### src/rtl/mmio_decoder.sv
// Memory-mapped I/O decoder: word-addressed data memory, debounced push buttons,
// synchronised switches and a multiplexed seven-segment hex display.
module mmio_decoder #(
   parameter int DMEM_WORDS      = 32,
   parameter int NUM_DIGITS      = 8,
   parameter int SW_WIDTH        = 16,
   parameter int NUM_BTN         = 2,
   parameter int DEBOUNCE_CYCLES = 1000000,
   parameter int SCAN_DIV        = 100000
) (
   input  logic                  clk,
   input  logic                  reset,
   input  logic                  write,
   input  logic [7:0]            addr,
   input  logic [31:0]           writeData,
   output logic [31:0]           readData,
   input  logic [NUM_BTN-1:0]    btn,
   input  logic [SW_WIDTH-1:0]   switch,
   output logic [NUM_DIGITS-1:0] an,
   output logic [6:0]            a2g,
   output logic                  dp
);

   localparam int DMEM_AW = (DMEM_WORDS > 1) ? $clog2(DMEM_WORDS) : 1;
   localparam int CNT_W   = (DEBOUNCE_CYCLES > 1) ? $clog2(DEBOUNCE_CYCLES) : 1;
   localparam int PRE_W   = (SCAN_DIV > 1) ? $clog2(SCAN_DIV) : 1;
   localparam int IDX_W   = (NUM_DIGITS > 1) ? $clog2(NUM_DIGITS) : 1;

   localparam logic [5:0] WA_BTN  = 6'h20;
   localparam logic [5:0] WA_SW   = 6'h21;
   localparam logic [5:0] WA_DATA = 6'h22;
   localparam logic [5:0] WA_CTRL = 6'h23;

   localparam logic [CNT_W-1:0]  CNT_LAST = CNT_W'(DEBOUNCE_CYCLES - 1);
   localparam logic [PRE_W-1:0]  PRE_LAST = PRE_W'(SCAN_DIV - 1);
   localparam logic [IDX_W-1:0]  IDX_LAST = IDX_W'(NUM_DIGITS - 1);

   // ---------------------------------------------------------------- decode
   logic               is_dmem;
   logic [4:0]         dmem_idx;
   logic [DMEM_AW-1:0] dmem_word;
   logic               dmem_hit;
   logic               sel_btn;
   logic               sel_data;
   logic               sel_ctrl;
   logic               unused_addr_bits;

   assign is_dmem          = ~addr[7];
   assign dmem_idx         = addr[6:2];
   assign dmem_word        = dmem_idx[DMEM_AW-1:0];
   assign dmem_hit         = is_dmem && ({1'b0, dmem_idx} < 6'(DMEM_WORDS));
   assign sel_btn          = (addr[7:2] == WA_BTN);
   assign sel_data         = (addr[7:2] == WA_DATA);
   assign sel_ctrl         = (addr[7:2] == WA_CTRL);
   assign unused_addr_bits = ^addr[1:0];

   // ---------------------------------------------------------------- data memory
   // Not reset: contents must survive a reset pulse. Reads are combinational.
   logic [31:0] dmem [DMEM_WORDS];

   always_ff @(posedge clk) begin
      if (write && dmem_hit) begin
         dmem[dmem_word] <= writeData;
      end
   end

   // ---------------------------------------------------------------- buttons
   logic [NUM_BTN-1:0] btn_level;
   logic [NUM_BTN-1:0] btn_flag;
   logic               btn_clr;

   assign btn_clr = write && sel_btn;

   generate
      for (genvar gi = 0; gi < NUM_BTN; gi++) begin : g_btn
         logic             meta_reg;
         logic             sync_reg;
         logic             level_reg;
         logic             flag_reg;
         logic [CNT_W-1:0] cnt_reg;
         logic             accept;
         logic             rise;

         assign accept = (sync_reg != level_reg) && (cnt_reg == CNT_LAST);
         assign rise   = accept && sync_reg;

         always_ff @(posedge clk or negedge reset) begin
            if (!reset) begin
               meta_reg  <= 1'b0;
               sync_reg  <= 1'b0;
               level_reg <= 1'b0;
               flag_reg  <= 1'b0;
               cnt_reg   <= '0;
            end else begin
               meta_reg <= btn[gi];
               sync_reg <= meta_reg;
               if (sync_reg == level_reg) begin
                  cnt_reg <= '0;
               end else if (accept) begin
                  level_reg <= sync_reg;
                  cnt_reg   <= '0;
               end else begin
                  cnt_reg <= cnt_reg + 1'b1;
               end
               // A fresh press beats a simultaneous write-1-to-clear.
               if (rise) begin
                  flag_reg <= 1'b1;
               end else if (btn_clr && writeData[gi]) begin
                  flag_reg <= 1'b0;
               end
            end
         end

         assign btn_level[gi] = level_reg;
         assign btn_flag[gi]  = flag_reg;
      end
   endgenerate

   // ---------------------------------------------------------------- switches
   logic [SW_WIDTH-1:0] sw_meta_reg;
   logic [SW_WIDTH-1:0] sw_sync_reg;

   always_ff @(posedge clk or negedge reset) begin
      if (!reset) begin
         sw_meta_reg <= '0;
         sw_sync_reg <= '0;
      end else begin
         sw_meta_reg <= switch;
         sw_sync_reg <= sw_meta_reg;
      end
   end

   // ---------------------------------------------------------------- display registers
   logic [31:0]           disp_data_reg;
   logic [NUM_DIGITS-1:0] disp_en_reg;
   logic [NUM_DIGITS-1:0] disp_dpm_reg;

   always_ff @(posedge clk or negedge reset) begin
      if (!reset) begin
         disp_data_reg <= '0;
         disp_en_reg   <= '1;
         disp_dpm_reg  <= '0;
      end else begin
         if (write && sel_data) begin
            disp_data_reg <= writeData;
         end
         if (write && sel_ctrl) begin
            disp_en_reg  <= writeData[NUM_DIGITS-1:0];
            disp_dpm_reg <= writeData[8 +: NUM_DIGITS];
         end
      end
   end

   // ---------------------------------------------------------------- read mux
   always_comb begin
      readData = '0;
      if (is_dmem) begin
         if (dmem_hit) begin
            readData = dmem[dmem_word];
         end
      end else begin
         case (addr[7:2])
            WA_BTN: begin
               readData[NUM_BTN-1:0]  = btn_flag;
               readData[16 +: NUM_BTN] = btn_level;
            end
            WA_SW:   readData[SW_WIDTH-1:0] = sw_sync_reg;
            WA_DATA: readData = disp_data_reg;
            WA_CTRL: begin
               readData[NUM_DIGITS-1:0]  = disp_en_reg;
               readData[8 +: NUM_DIGITS] = disp_dpm_reg;
            end
            default: readData = '0;
         endcase
      end
   end

   // ---------------------------------------------------------------- scan and outputs
   function automatic logic [6:0] hex_to_seg(input logic [3:0] v);
      logic [6:0] s;
      case (v)
         4'h0: s = 7'h01;
         4'h1: s = 7'h4F;
         4'h2: s = 7'h12;
         4'h3: s = 7'h06;
         4'h4: s = 7'h4C;
         4'h5: s = 7'h24;
         4'h6: s = 7'h20;
         4'h7: s = 7'h0F;
         4'h8: s = 7'h00;
         4'h9: s = 7'h04;
         4'hA: s = 7'h08;
         4'hB: s = 7'h60;
         4'hC: s = 7'h31;
         4'hD: s = 7'h42;
         4'hE: s = 7'h30;
         default: s = 7'h38;
      endcase
      return s;
   endfunction

   logic [PRE_W-1:0]      presc_reg;
   logic [PRE_W-1:0]      presc_next;
   logic [IDX_W-1:0]      idx_reg;
   logic [IDX_W-1:0]      idx_next;
   logic [4:0]            nib_base;
   logic [3:0]            nibble;
   logic [NUM_DIGITS-1:0] an_reg;
   logic [NUM_DIGITS-1:0] an_next;
   logic [6:0]            a2g_reg;
   logic [6:0]            a2g_next;
   logic                  dp_reg;
   logic                  dp_next;

   always_comb begin
      presc_next = presc_reg + 1'b1;
      idx_next   = idx_reg;
      if (presc_reg == PRE_LAST) begin
         presc_next = '0;
         idx_next   = (idx_reg == IDX_LAST) ? '0 : idx_reg + 1'b1;
      end
   end

   // Output registers follow the current slot and register contents every cycle.
   always_comb begin
      nib_base = 5'({idx_reg, 2'b00});
      nibble   = disp_data_reg[nib_base +: 4];
      an_next  = '1;
      a2g_next = 7'h7F;
      dp_next  = 1'b1;
      if (disp_en_reg[idx_reg]) begin
         an_next[idx_reg] = 1'b0;
         a2g_next         = hex_to_seg(nibble);
         dp_next          = ~disp_dpm_reg[idx_reg];
      end
   end

   always_ff @(posedge clk or negedge reset) begin
      if (!reset) begin
         presc_reg <= '0;
         idx_reg   <= '0;
         an_reg    <= '1;
         a2g_reg   <= 7'h7F;
         dp_reg    <= 1'b1;
      end else begin
         presc_reg <= presc_next;
         idx_reg   <= idx_next;
         an_reg    <= an_next;
         a2g_reg   <= a2g_next;
         dp_reg    <= dp_next;
      end
   end

   assign an  = an_reg;
   assign a2g = a2g_reg;
   assign dp  = dp_reg;

endmodule

### config.mk
export PLATFORM = sky130hd
export DESIGN_NAME = mmio_decoder
export DESIGN_NICKNAME = d
export VERILOG_FILES = /design/src/rtl/mmio_decoder.sv
export SDC_FILE = /design/constraint.sdc
export NUM_CORES = 1
export LEC_CHECK = 0
export CAP_MARGIN = 25
export CELL_PAD_IN_SITES_DETAIL_PLACEMENT = 1
export CELL_PAD_IN_SITES_GLOBAL_PLACEMENT = 1
export CORE_MARGIN = 1.5
export CORE_UTILIZATION = 30
export DETAILED_ROUTE_END_ITERATION = 7
export PLACE_DENSITY_LB_ADDON = 0.15
export SKIP_CTS_REPAIR_TIMING = 1
export SYNTH_ARGS = -nofsm -noshare
export SYNTH_HDL_FRONTEND = slang
export SYNTH_SLANG_ARGS = --single-unit
### constraint.sdc
create_clock -name clk -period 6.2 [get_ports clk]
set_input_delay 1.24 -clock clk [delete_from_list [all_inputs] [get_ports clk]]
set_output_delay 1.24 -clock clk [all_outputs]
set_load 0.05 [all_outputs]
==> impl_metrics.xml <==
<?xml version="1.0" encoding="UTF-8"?>
<metrics>
  <group name="placement">
    <metric name="gp_congestion" unit="">0.776</metric>
    <metric name="hpwl" unit="mm">93.0</metric>
    <metric name="port_buffers" unit="">106</metric>
    <metric name="placedInstanceArea" unit="µm²">51700</metric>
  </group>
  <group name="drt">
    <metric name="detailed_routing_iteration_count_for_the_pre_antenna_repair_pass" unit="">7</metric>
    <metric name="avgRoutedWirePerCell" unit="µm">30.3</metric>
    <metric name="post-route-drc-count" unit="">0</metric>
    <metric name="drt_iter0_drc" unit="">2052</metric>
    <metric name="postRouteWirelength" unit="mm">154</metric>
    <metric name="remaining_number_of_nets_flagged_by_the_antenna_check_after_routing" unit="">0</metric>
    <metric name="total_vias_in_the_final_route" unit="">26025</metric>
    <metric name="detail_route.vias_per_cell" unit="">5.11</metric>
  </group>
  <group name="grt">
    <metric name="grt_start_max_net_pins" unit="">70</metric>
    <metric name="grtUsageTotal" unit="%">19.6</metric>
    <metric name="antenna_found_initial" unit="">16</metric>
    <metric name="grt_first_pass_wirelength" unit="mm">216</metric>
    <metric name="globalRouteOverflowTotal" unit="">0</metric>
    <metric name="via_count_of_the_first_global_routing_pass" unit="">27721</metric>
  </group>
  <group name="cts">
    <metric name="clk-insertion-delay-late" unit="ns">0.75</metric>
    <metric name="clock_tree.root_cell" unit="">clkbuf_16</metric>
    <metric name="cts_num_sinks" unit="">1188</metric>
    <metric name="cts_tree" unit="">built</metric>
    <metric name="path_clk_slew" unit="ns">0.06</metric>
    <metric name="htree_depth" unit="">4</metric>
    <metric name="max_buffers_root_to_sink" unit="">3</metric>
    <metric name="tritoncts.num_buffers" unit="">130</metric>
  </group>
  <group name="sta">
    <metric name="min_period_over_period" unit="%">95.2</metric>
    <metric name="finalSetupTns" unit="ns">0</metric>
    <metric name="timing.max_slew.rel_slack" unit="%">25.5</metric>
    <metric name="final_number_of_hold_violating_endpoints" unit="">0</metric>
    <metric name="setup_viol" unit="">0</metric>
    <metric name="tightestPinTransition" unit="ns">1.12</metric>
    <metric name="layout_min_cycle_time" unit="ns">5.91</metric>
    <metric name="slew_viol_final" unit="">0</metric>
    <metric name="fmaxAchievable" unit="MHz">169</metric>
    <metric name="setup_repair_after_global_routing_missed_its_margin" unit="">no</metric>
    <metric name="timing.clock.skew" unit="ns">0.00956</metric>
  </group>
  <group name="power">
    <metric name="power.leakage" unit="nW">19.9</metric>
    <metric name="ir_drop" unit="mV">0.367</metric>
    <metric name="power.density" unit="nW/µm²">317</metric>
  </group>
  <group name="logic_synthesis">
    <metric name="postSynth.topFlopCell" unit="">edfxtp_1</metric>
    <metric name="syn-num-nets" unit="">2746</metric>
    <metric name="netlist-cell-type-count" unit="">57</metric>
    <metric name="post-synth-top-area-fraction" unit="%">66.2</metric>
    <metric name="yosys-top-cells-area" unit="">edfxtp_1, mux2i_1, dfrtp_1</metric>
    <metric name="synth-edff-count" unit="">1024</metric>
    <metric name="cells_after_synth" unit="">2674</metric>
    <metric name="yosysWarnings" unit="">0</metric>
    <metric name="yosysSeqAreaShare" unit="%">75.1</metric>
    <metric name="synthDominantAreaCellType" unit="">edfxtp_1</metric>
    <metric name="synth_area" unit="µm²">46500</metric>
    <metric name="synth.ff_latch_count" unit="">1188</metric>
    <metric name="async_sr_flop_fraction" unit="%">13.8</metric>
    <metric name="avgSynthCellArea" unit="µm²">17.4</metric>
  </group>
  <group name="final_layout">
    <metric name="mostFrequentLayoutCells" unit="">edfxtp_1, mux2i_1, o22ai_1, buf_4, clkbuf_16</metric>
    <metric name="syn_to_final_growth" unit="%">20.7</metric>
    <metric name="final_common_cell" unit="">edfxtp_1</metric>
    <metric name="nets" unit="">3015</metric>
    <metric name="largest_reg_flops" unit="">1024</metric>
    <metric name="post_route_cells_drive_above_1_share" unit="%">18.6</metric>
    <metric name="fillers" unit="">15386</metric>
    <metric name="finalInstanceArea" unit="µm²">56100</metric>
  </group>
  <group name="flow_run">
    <metric name="count_of_maximum_capacitance_violations" unit="">0</metric>
  </group>
  <group name="critical_path">
    <metric name="critPathArrivalTime" unit="ns">4.67</metric>
    <metric name="critical_path.endpoint_type" unit="">primary output</metric>
    <metric name="worstSetupPathType" unit="">primary input to primary output</metric>
    <metric name="critPathMaxFanout" unit="">20</metric>
    <metric name="critPathLaunchType" unit="">primary input</metric>
    <metric name="crit_required" unit="ns">4.96</metric>
  </group>
  <group name="floorplan">
    <metric name="core.rowCount" unit="">144</metric>
    <metric name="design.portCount" unit="">109</metric>
    <metric name="die_y" unit="µm">397</metric>
    <metric name="floorplan.die_area" unit="µm²">157000</metric>
    <metric name="die_w" unit="µm">397</metric>
    <metric name="floorplan.core_area" unit="µm²">154000</metric>
    <metric name="starting_density_of_the_core" unit="%">30.2</metric>
  </group>
  <group name="status">
    <metric name="outcome" unit="">finished, final reports clean</metric>
  </group>
  <group name="min_path">
    <metric name="worst_hold_path_type" unit="">register to register</metric>
  </group>
</metrics>
## per-layer routing
| metal | GRT usage (%) | part of all wire, % | vias to the layer above |
|---|---|---|---|
| li1 | - | - | 11229 |
| met1 | 25.8 | 43 | 13860 |
| met2 | 32.8 | 49 | 706 |
| met3 | 3.75 | 5.3 | 228 |
| met4 | 5.92 | 2.7 | 2 |
| met5 | 0 | 0.0084 | - |
## where the power goes
part	switching [W]	total, W	internal (W)
logic	0.000703	0.00112	0.000417
clock network	0.00316	0.00775	0.00459
registers	0.0000821	0.00889	0.00881
total	0.00394	0.0178	0.0138
## final timing paths
check / startpoint / to / slack, ns / cells past startpoint
max: addr[4] / readData[5] / 0.29 / 10
min: sw_meta_reg[5]$_DFF_PN0_ / sw_sync_reg[5]$_DFF_PN0_ / 0.35 / 0
max reg2reg: idx_reg[0]$_DFFE_PN0N_ / a2g[0]$_DFF_PN1_ / 3.26 / 9
min reg2reg: sw_meta_reg[5]$_DFF_PN0_ / sw_sync_reg[5]$_DFF_PN0_ / 0.35 / 0
max in group asynchronous: reset / presc_reg[15]$_DFF_PN0_ / 4.58 / 2
min in group asynchronous: reset / g_btn[1].cnt_reg[1]$_DFF_PN0_ / 0.46 / 1
## synthesized netlist by cell type (9+ instances only)
library cell     n
buf_2           89
a21oi_1         22
and4_1           9
mux2_2          76
mux4_2          18
nand4_1         14
nor4_1          36
o22ai_1        245
dfrtp_1        140
a22oi_1         16
xor2_1          27
buf_1           14
nor2_1          98
mux2i_1        495
a21o_1          14
ha_1            11
nor3_1          10
nand2_1         31
nor2b_1          9
nand3_1         34
dfstp_2         24
edfxtp_1      1024
o21ai_0         31
xnor2_1         26
or4_1           30
clkbuf_1        43
## cell families (layout without fill, tap and decap cells)
family / after synthesis / after routing / synth area share (%)
buf+inv: 156 / 528 / 1.53
simple gates: 323 / 323 / 3.92
compound gates: 353 / 353 / 4.79
xor+xnor: 53 / 53 / 0.999
other cells: 0 / 1 / 0
mux: 590 / 590 / 13.4
flops: 1188 / 1188 / 75.1
fa+ha+maj: 11 / 11 / 0.296
## cell type report
cell class	count	area [µm²]	area share [%]
clock buffers	186	3720	6.64
multi-input cells	1330	11200	20.0
inverters	8	30.0	0.0535
diodes	1	2.50	0.00446
well taps	2044	2560	4.56
clock inverters	49	495	0.883
flip-flops and latches	1188	34900	62.2
repair buffers	285	3200	5.71
## stage by stage
stage	hold WS, ns	instances	util (%)	setup slack (ns)	total power, W
floorplan	0.331	2674	-	1.37	0.00956
global placement	0.339	4835	33.4	0.245	0.0101
detailed placement	0.341	4846	33.6	0.270	0.0102
CTS	0.352	5081	36.3	0.235	0.0179
global route	0.356	5090	36.4	0.221	0.0183
finish	0.347	5091	36.5	0.295	0.0178
## critical path, stage by stage
cell and delay (ns):
clkdlybuf4s50_1 0.64, buf_4 0.30, or4bb_2 0.19, buf_4 0.41
o22ai_1 0.16, or4_1 0.52, o21ai_0 0.42, buf_4 0.21
o21ai_0 0.25, buf_4 0.31
Power figures use the tool's default switching activity.
